**src/rtl/seq_comparator_if.sv**
```systemverilog
// Handshake and operand/result bundle for seq_comparator.
// The master drives the start request and the operands.
// The slave (the comparator) drives the status and result flags.
interface seq_comparator_if #(
    parameter int unsigned WIDTH = 8
);
    logic             start;
    logic [WIDTH-1:0] A;
    logic [WIDTH-1:0] B;
    logic             busy;
    logic             done;
    logic             Equality;
    logic             A_greater;
    logic             B_greater;

    modport master (
        output start, A, B,
        input  busy, done, Equality, A_greater, B_greater
    );

    modport slave (
        input  start, A, B,
        output busy, done, Equality, A_greater, B_greater
    );
endinterface

```
**src/rtl/seq_comparator.sv**
```systemverilog
// Bit-serial, MSB-first magnitude comparator with a start/done handshake.
// EARLY_EXIT = 1 stops at the first differing bit. EARLY_EXIT = 0 always walks all
// WIDTH bits, so latency is constant.
// Optional macro SIGNED_CMP_EN selects a two's-complement comparison by inverting the
// sense of the sign bit. When the macro is undefined, no sign logic is built.
// Results hold until the next entry to DONE or until reset.
module seq_comparator #(
    parameter int unsigned WIDTH      = 8,
    parameter int unsigned EARLY_EXIT = 1
) (
    input logic               clk,
    input logic               reset,
    seq_comparator_if.slave   bus
);
    localparam int unsigned CntW = (WIDTH > 1) ? $clog2(WIDTH) : 1;

    typedef enum logic [1:0] {StIdle, StCompare, StDone} state_e;

    state_e            state_q, state_d;
    logic [WIDTH-1:0]  a_sh_q, a_sh_d;
    logic [WIDTH-1:0]  b_sh_q, b_sh_d;
    logic [CntW-1:0]   cnt_q, cnt_d;
    logic              found_q, found_d;   // a difference has already been latched
    logic              a_win_q, a_win_d;   // sticky winner; valid while found_q
    logic              eq_q, eq_d;
    logic              agt_q, agt_d;
    logic              bgt_q, bgt_d;

    logic a_msb, b_msb, differ, a_wins, last_bit, new_diff;

    // Per-bit decision at the current MSB of the shift registers
    always_comb begin
        a_msb    = a_sh_q[WIDTH-1];
        b_msb    = b_sh_q[WIDTH-1];
        differ   = a_msb ^ b_msb;
        last_bit = (cnt_q == CntW'(WIDTH - 1));
        new_diff = differ & ~found_q;
`ifdef SIGNED_CMP_EN
        // At the sign bit, a 0 beats a 1
        a_wins = (cnt_q == '0) ? (~a_msb & b_msb) : (a_msb & ~b_msb);
`else
        a_wins = a_msb & ~b_msb;
`endif
    end

    // Next-state, datapath and result update
    always_comb begin
        state_d = state_q;
        a_sh_d  = a_sh_q;
        b_sh_d  = b_sh_q;
        cnt_d   = cnt_q;
        found_d = found_q;
        a_win_d = a_win_q;
        eq_d    = eq_q;
        agt_d   = agt_q;
        bgt_d   = bgt_q;

        case (state_q)
            StIdle, StDone: begin
                // start in DONE takes priority over returning to IDLE
                if (bus.start) begin
                    a_sh_d  = bus.A;
                    b_sh_d  = bus.B;
                    cnt_d   = '0;
                    found_d = 1'b0;
                    a_win_d = 1'b0;
                    state_d = StCompare;
                end else begin
                    state_d = StIdle;
                end
            end
            StCompare: begin
                if (new_diff) begin
                    found_d = 1'b1;
                    a_win_d = a_wins;
                end
                if ((new_diff && (EARLY_EXIT != 0)) || last_bit) begin
                    state_d = StDone;
                    eq_d    = ~found_d;
                    agt_d   = found_d & a_win_d;
                    bgt_d   = found_d & ~a_win_d;
                end else begin
                    a_sh_d = {a_sh_q[WIDTH-2:0], 1'b0};
                    b_sh_d = {b_sh_q[WIDTH-2:0], 1'b0};
                    cnt_d  = cnt_q + CntW'(1);
                end
            end
            default: state_d = StIdle;
        endcase
    end

    // State and datapath registers with synchronous reset
    always_ff @(posedge clk) begin
        if (reset) begin
            state_q <= StIdle;
            a_sh_q  <= '0;
            b_sh_q  <= '0;
            cnt_q   <= '0;
            found_q <= 1'b0;
            a_win_q <= 1'b0;
            eq_q    <= 1'b0;
            agt_q   <= 1'b0;
            bgt_q   <= 1'b0;
        end else begin
            state_q <= state_d;
            a_sh_q  <= a_sh_d;
            b_sh_q  <= b_sh_d;
            cnt_q   <= cnt_d;
            found_q <= found_d;
            a_win_q <= a_win_d;
            eq_q    <= eq_d;
            agt_q   <= agt_d;
            bgt_q   <= bgt_d;
        end
    end

    // Status decoded from state; results come straight from registers
    always_comb begin
        bus.busy      = (state_q == StCompare);
        bus.done      = (state_q == StDone);
        bus.Equality  = eq_q;
        bus.A_greater = agt_q;
        bus.B_greater = bgt_q;
    end
endmodule

```
**src/flat_wrapper.sv**
```systemverilog
// flat-port wrapper written by rule: the top's interface ports become plain ports
module seq_comparator_flat 
#(
    parameter int unsigned WIDTH      = 8,
    parameter int unsigned EARLY_EXIT = 1
)
  (clk, reset, bus_start, bus_A, bus_B, bus_busy, bus_done, bus_Equality, bus_A_greater, bus_B_greater);
  seq_comparator_if #(.WIDTH(WIDTH)) bus_i ();
  input logic clk;
  input logic reset;
  input wire logic [$bits(bus_i.start)-1:0] bus_start;
  input wire logic [$bits(bus_i.A)-1:0] bus_A;
  input wire logic [$bits(bus_i.B)-1:0] bus_B;
  output wire logic [$bits(bus_i.busy)-1:0] bus_busy;
  output wire logic [$bits(bus_i.done)-1:0] bus_done;
  output wire logic [$bits(bus_i.Equality)-1:0] bus_Equality;
  output wire logic [$bits(bus_i.A_greater)-1:0] bus_A_greater;
  output wire logic [$bits(bus_i.B_greater)-1:0] bus_B_greater;
  assign bus_i.start = bus_start;
  assign bus_i.A = bus_A;
  assign bus_i.B = bus_B;
  assign bus_busy = bus_i.busy;
  assign bus_done = bus_i.done;
  assign bus_Equality = bus_i.Equality;
  assign bus_A_greater = bus_i.A_greater;
  assign bus_B_greater = bus_i.B_greater;
  seq_comparator #(.WIDTH(WIDTH), .EARLY_EXIT(EARLY_EXIT)) u_core (.clk(clk), .reset(reset), .bus(bus_i));
endmodule
```
**config.mk**
```make
export PLATFORM = sky130hd
export DESIGN_NAME = seq_comparator_flat
export DESIGN_NICKNAME = d
export VERILOG_FILES = /design/src/rtl/seq_comparator_if.sv /design/src/rtl/seq_comparator.sv /design/src/flat_wrapper.sv
export SDC_FILE = /design/constraint.sdc
export NUM_CORES = 1
export LEC_CHECK = 0
export CAP_MARGIN = 10
export CORE_MARGIN = 10
export CORE_UTILIZATION = 55
export CTS_CLUSTER_SIZE = 40
export DETAILED_ROUTE_END_ITERATION = 8
export GPL_TIMING_DRIVEN = 0
export PLACE_DENSITY_LB_ADDON = 0.15
export SLEW_MARGIN = 5
export SYNTH_ARGS = -nofsm -noshare
export SYNTH_HDL_FRONTEND = slang
export SYNTH_SLANG_ARGS = --single-unit
```
**constraint.sdc**
```tcl
create_clock -name clk -period 4.15 [get_ports clk]
set_input_delay 1.245 -clock clk [delete_from_list [all_inputs] [get_ports clk]]
set_output_delay 1.245 -clock clk [all_outputs]
set_load 0.02 [all_outputs]
```
* Yosys cells after proc, flatten, opt, wreduce, memory -nomap -nowiden *
Cells that the tools add are included.

word-level totals
  output and inout bits = 5
  register bits = 26
  word-level logic and storage cells = 51
  bits of input ports = 19

cells by class
  add/subtract/negate cells = 1
  bitwise logic cells = 9
  multiplexer cells = 19
  equality and inequality tests = 6
  reductions and logical operators = 7

operators by type and width
  kind                                                             number
  8-bit two-way mux                                                4
  8-bit one-hot mux with 2 select lines                            2
  1-bit two-way mux                                                6
  3-bit two-way mux                                                2
  3-bit one-hot mux with 2 select lines                            1
  1-bit AND                                                        4
  2-bit != test, second input constant                             2
  1-bit NOT                                                        4
  1-bit one-hot mux with 2 select lines                            2
  2-bit one-hot mux with 2 select lines                            1
  2-bit AND reduction                                              2
  3-bit by 1-bit adder with 3-bit output, second input constant    1
  3-bit == test, second input constant                             1
  3-bit AND reduction                                              1
  2-bit by 1-bit == test with 1-bit output, second input constant  1
  2-bit == test, second input constant                             1
  2-bit logical NOT                                                1
  2-bit two-way mux                                                1
  2-bit by 1-bit != test with 1-bit output, second input constant  1
  2-bit nonzero test                                               1
  2-bit OR reduction                                               1
  1-bit logical OR                                                 1
  1-bit XOR                                                        1

* Longest topological paths before layout *
  depth in word-level cells = 6
  mapped depth = 7
  depth with buffers taken out = 5

* Worst setup path before layout *
OpenSTA, ideal clock, no wires.

  path kind = input -> register
  start = input port bus_start
  end = register u_core.b_sh_q[3]
  buffers on the path = 2
  arrival time = 1.950 ns
  stages = 5
  setup slack = 2.061 ns
  setup time = 0.139 ns
  required time = 4.011 ns
  cells stage by stage = nor2b_1 -> buf_2 -> buf_4 -> a211oi_1 -> a211oi_1

on the way
  cells in the longest elaborated chain, start to end = 2

ends and longest elaborated chain
  element                        RTL line               source
  from (decl)                    flat_wrapper.sv:11     input wire logic [$bits(bus_i.start)-1:0] bus_start;
  2-bit != test (no line)        -
  3-bit AND reduction (no line)  -
  to (signal assigned)           seq_comparator.sv:107  b_sh_q <= b_sh_d;
  to (decl)                      seq_comparator.sv:21   logic [WIDTH-1:0] b_sh_q, b_sh_d;

Every way passes these cells.
A chain may end at the register's enable or synchronous reset.

* Final worst setup path *
  start = register u_core.state_q[1]
  end = output port bus_busy

on the way
  cells in the longest elaborated chain, start to end = 1

ends and longest elaborated chain
  element                                   RTL line               source
  from (decl)                               seq_comparator.sv:19   state_e state_q, state_d;
  from (signal assigned)                    seq_comparator.sv:95   state_q <= StIdle;
  from (signal assigned)                    seq_comparator.sv:105  state_q <= state_d;
  2-bit by 1-bit == test with 1-bit output  seq_comparator.sv:119  bus.busy = (state_q == StCompare);
  to (decl)                                 flat_wrapper.sv:14     output wire logic [$bits(bus_i.busy)-1:0] bus_busy;

Every way passes these cells.

==> run metrics <==
unrepaired setup endpoints after global routing no; pin count of the biggest net entering global routing 15; Peak VDD IR 0.268 mV; Antenna Violating Nets Remaining 0; Yosys warning count 0; peak fanout along the critical path 10; fin crit share 74.9%; Seq/Total Area, Yosys 37.7%; leakage 0.656 nW; Worst Hold Path Cells 2; Worst Setup End Kind primary output; # hold bufs at CTS 0; GRT Total Usage 12.1%; critical path type flop to primary output; asr flop ratio synth 0%; Vert. Die Dim 70.1 um; area of the die 0.00492 mm2; worst hold path type flop to flop; Max-Slew Margin vs Limit 63.5%; Max-Cap Viols 0; Worst Skew 0.00837 ns; CTS-repair resized insts 0; Setup Fix Bufs, Post-CTS 0; total grt overflow 0; HP Start u_core.bus.A_greater$_SDFFE_PP0P_; DP Area 0.00164 mm2; number of remaining DRC errors 0; Syn Nets 148; Worst Reg-to-Reg Cells 7; TritonRoute pass-1 iters 4; Mapped Area 0.00138 mm2; Final Net Count 175; final hold vios 0; Site Rows 18; # placed instances 178; Final setup viols 0; Root Buffer clkbuf_4; Die W 70.1 um; Final HPWL DP 2190 um; DRT iter0 DRCs 48; Fmax 322 MHz; H-tree depth 1; Non-Filler Instances 182; I/O pins 24; Ant. Diodes 0; Final Slew Violations 0; Cells after Synth 126; WHS Endpoint u_core.bus.A_greater$_SDFFE_PP0P_; CTS Buf Count 3; Synth cell types 34; clk sink count 26; pwr dens 396 mW/mm2; Area Growth Syn to Fin 21.3%; Req. time, crit path 2.90 ns; R2R Setup Slk 2.40 ns; Startpoint Class flop; IO Port Bufs 22; R2R Path Start u_core.b_sh_q[7]$_SDFFE_PP0P_; Post-synth top flop dfxtp_1; Worst-Skew Late Latency 0.32 ns; FF+latch count, synth 26; final setup TNS 0 ns; Placer Congestion 0.790; Arrival @ worst endpoint 1.86 ns; first-pass GRT wire length 5100 um; Tmin final 3.11 ns; Initial Utilization 56.8%; CTS tree done; status finished, final reports clean; initial antenna violation count 0; total number of vias 1077; DR WL/cell 16.4 um; final wirelength 2980 um; Clock transition at path regs 0.14 ns; Post-synth EDFFs 0; Vias/cell 5.92; vias in the first global route 1115; final instance area 0.00168 mm2; Avg Inst Size Synth 11.0 um2; fraction of layout cells with a size suffix above 1 21.7%; core area 0.00243 mm2; Clock Path Buffers 2; Crit Reg-Reg Endpoint u_core.a_sh_q[1]$_SDFFE_PP0P_; Least-Margin Pin Slew 0.548 ns
==> worst max-delay path, cell delays in order (launching register included) <==
cell	delay (ns)
dfxtp_1	0.33
nand2b_1	0.14
buf_6	0.15
inv_4	0.13
buf_6	0.17
clkdlybuf4s50_1	0.61
==> layer usage <==
metal	up-vias	GRT usage, %	share of wire, %
li1	530	-	-
met1	523	15.3	50
met2	20	18.5	45
met3	4	2.40	3.3
met4	0	6.58	1.4
met5	-	0	0
==> worst max path at each step <==
stage | end | slack (ns) | cells after the start | start
after CTS | bus_busy | 1.03 | 5 | u_core.state_q[1]$_SDFFE_PP0P_
after global placement | bus_busy | 1.42 | 5 | u_core.state_q[1]$_SDFFE_PP0P_
after floorplan | u_core.b_sh_q[3]$_SDFFE_PP0P_ | 2.06 | 5 | bus_start
after global routing | bus_busy | 0.96 | 5 | u_core.state_q[0]$_SDFFE_PP0P_
final | bus_busy | 1.04 | 5 | u_core.state_q[1]$_SDFFE_PP0P_
after detailed placement | bus_busy | 1.41 | 5 | u_core.state_q[1]$_SDFFE_PP0P_
==> state kept, by name, indices dropped and copies added (netlist names), 2 cells and up <==
name            flops
u_core.b_sh_q       8
u_core.a_sh_q       8
u_core.cnt_q        3
u_core.state_q      2
==> cells in the mapped netlist, types with 2 or more instances <==
library cell  instances  area, um2
nand2_1               3       11.3
o21ai_0               3       15.0
a22o_1                2       17.5
o211ai_1              2       15.0
nand2b_1              2       12.5
nor3_1                3       15.0
clkbuf_1              3       11.3
buf_4                 3       22.5
a211oi_1             14        105
ha_1                  3       37.5
a21oi_1               7       35.0
nor2b_1               3       18.8
nor2_1                2       7.51
dfxtp_1              26        521
mux2i_1              14        140
a211oi_2             14        175
buf_6                 5       56.3
==> placed cells by master, fill, tap and decap left out, drive strengths merged, types with 3 or more instances in the layout <==
cell type	instances
nand2	3
clkbuf	7
dfxtp	26
nor3	3
mux2i	14
a211oi	29
o21ai	4
nor2b	3
buf	10
ha	3
clkdlybuf4s50	22
a21oi	7
==> logic make-up (layout without fill, tap and decap cells) <==
logic type / count (synthesis) / in the layout / share of synthesized area, %
muxes: 15 / 15 / 11.0
AOI/OAI and AO/OA: 50 / 50 / 33.1
and+or+nand+nor: 17 / 17 / 6.52
adders and majority gates: 3 / 3 / 2.72
buffers and inverters: 15 / 41 / 9.06
DFF: 26 / 26 / 37.7
==> power by group <==
group	leakage (nW)	internal, W	switching (W)
Sequential	0.214	0.000278	0.0000173
Clock	0.0210	0.0000537	0.0000750
Combinational	0.421	0.000115	0.000125
==> final cells by class <==
cell class                 count  area (um2)
buffer                        13         115
clock buffer                   4        36.3
fill                         202         757
inverter                       2        10.0
multi-input combinational     85         736
sequential                    26         520
tap                           30        37.5
timing repair buffer          22         220
==> per-stage QoR <==
stage	total power [W]	setup WS [ns]	util [%]	hold slack, ns
global placement	0.000533	1.42	67.4	0.456
CTS	0.000667	1.03	68.9	0.484
detailed placement	0.000541	1.41	67.4	0.465
floorplan	0.000480	2.06	-	0.446
finish	0.000663	1.04	68.9	0.488
global route	0.000697	0.959	68.9	0.503
Note: power is estimated with default switching activity, not from simulation.
==> patch, RTL diff (same flow settings) <==
The option `SIGNED_CMP_EN` is turned on by a define.
--- a/src/rtl/seq_comparator.sv
+++ b/src/rtl/seq_comparator.sv
@@ -6,2 +6,4 @@
 // Results hold until the next entry to DONE or until reset.
+`define SIGNED_CMP_EN
+
 module seq_comparator #(
Check against the original RTL: not equivalent (Yosys sat finds a counterexample within 4 cycles, from zero or initial values and one cycle with reset high).
==> patch against the original RTL <==
  * Synthesized area decreased by 7.9%
  * Sequential cell count unchanged
  * Design area decreased by 6.6%
  * Via count decreased by 5.1%
  * Worst setup slack improved by 270 ps
  * Total power decreased by 9.5%
  * Worst hold slack got worse by 20 ps
  * Wire length decreased by 9.1%
  * Clock skew decreased by 6.7 ps
==> patch: results <==
metrics = {
    "outcome": {
        "outcome": "finished clean",
    },
    "grt": {
        "grt_use_met3": 0.0375,
        "met1_usage": 0.134,
        "grtUsageMet2": 0.212,
        "grt_pass1_wl_um": 4440,
        "grt_use_total": 0.123,
    },
    "power_and_ir_drop": {
        "pg_comb_uw": 178,
        "vdd_ir_drop_max_v": 0.000249,
        "p_int_uw": 414,
        "leakagePower_nw": 0.660,
        "p_seq_frac": 0.489,
    },
    "critical_path": {
        "worstReg2RegEnd": "u_core.cnt_q[0]$_SDFFE_PP0P_",
        "crit_end": "bus_busy",
        "crit_start": "u_core.state_q[0]$_SDFFE_PP0P_",
        "arrival_ps": 1590,
        "cp_max_fo": 7,
        "reg2reg_from": "u_core.cnt_q[0]$_SDFFE_PP0P_",
        "max_stage_delay_ps": 620,
    },
    "timing": {
        "fin_worst_skew_ps": 1.68,
        "relSlewSlack": 0.581,
        "fin_hold_ws_ps": 468,
    },
    "yosys": {
        "seq_area_frac_synth": 0.409,
        "synth-adder-area-share": 0.0492,
        "synth_edf_count": 0,
        "muxShareOfSynthArea": 0.111,
        "synth_fp_nets": 155,
        "synth_commonest_cells": "dfxtp_1 (26), nor2_1 (17), mux2i_1 (13)",
        "netlist-cell-type-count": 31,
        "synth_area_leaders": "dfxtp_1 (41%), a211oi_2 (12%), mux2i_1 (10%)",
        "synth_compound_area_frac": 0.217,
    },
    "layout": {
        "fin_nets": 182,
        "post_route_cells_drive_above_1_share": 0.178,
        "n_fill_cell": 190,
    },
    "route": {
        "vias": 1022,
        "avgRoutedWirePerCell_um": 14.7,
        "drt_iter0_drc": 65,
    },
    "place": {
        "placed_area_um2": 1530,
        "place_congestion": 0.753,
        "dp_hpwl_um": 2100,
    },
    "worst_hold_path": {
        "hold_path_class": "register to register",
        "min-delay-start": "u_core.a_sh_q[0]$_SDFFE_PP0P_",
        "hold_end": "u_core.a_sh_q[0]$_SDFFE_PP0P_",
    },
    "clocking": {
        "htree_levels": 1,
    },
}
## patch: area by class of cell
| cell class | instances | area share |
|---|---|---|
| Multi-Input combinational cell | 92 | 0.434 |
| Sequential cell | 26 | 0.333 |
| Timing Repair Buffer | 22 | 0.141 |
| Buffer | 8 | 0.0352 |
| Clock buffer | 4 | 0.0232 |
| Tap cell | 28 | 0.0224 |
| Inverter | 5 | 0.0120 |
## patch: layer usage
metal	wire, µm	part of all wire
met4	21	0.0077
met5	0	0
met1	1120	0.41
met2	1390	0.51
met3	174	0.064
## patch: worst reg2reg max path, stage by stage, from the launching register on
cell      delay, ps
dfxtp_1         340
ha_1            210
ha_1            210
o21bai_2        240
o21ai_2         170
buf_6           160
nor2_1           70
mux2_2          260
## patch: metrics by stage
stage,power [mW],utilization,setup slack [ps],cells
3_5_place_dp,0.478,0.691,1620,181
5_1_grt,0.638,0.707,1240,185
3_3_place_gp,0.471,0.691,1630,181
4_1_cts,0.607,0.707,1290,185
6_report,0.600,0.707,1320,185
2_1_floorplan,0.427,-,2150,131
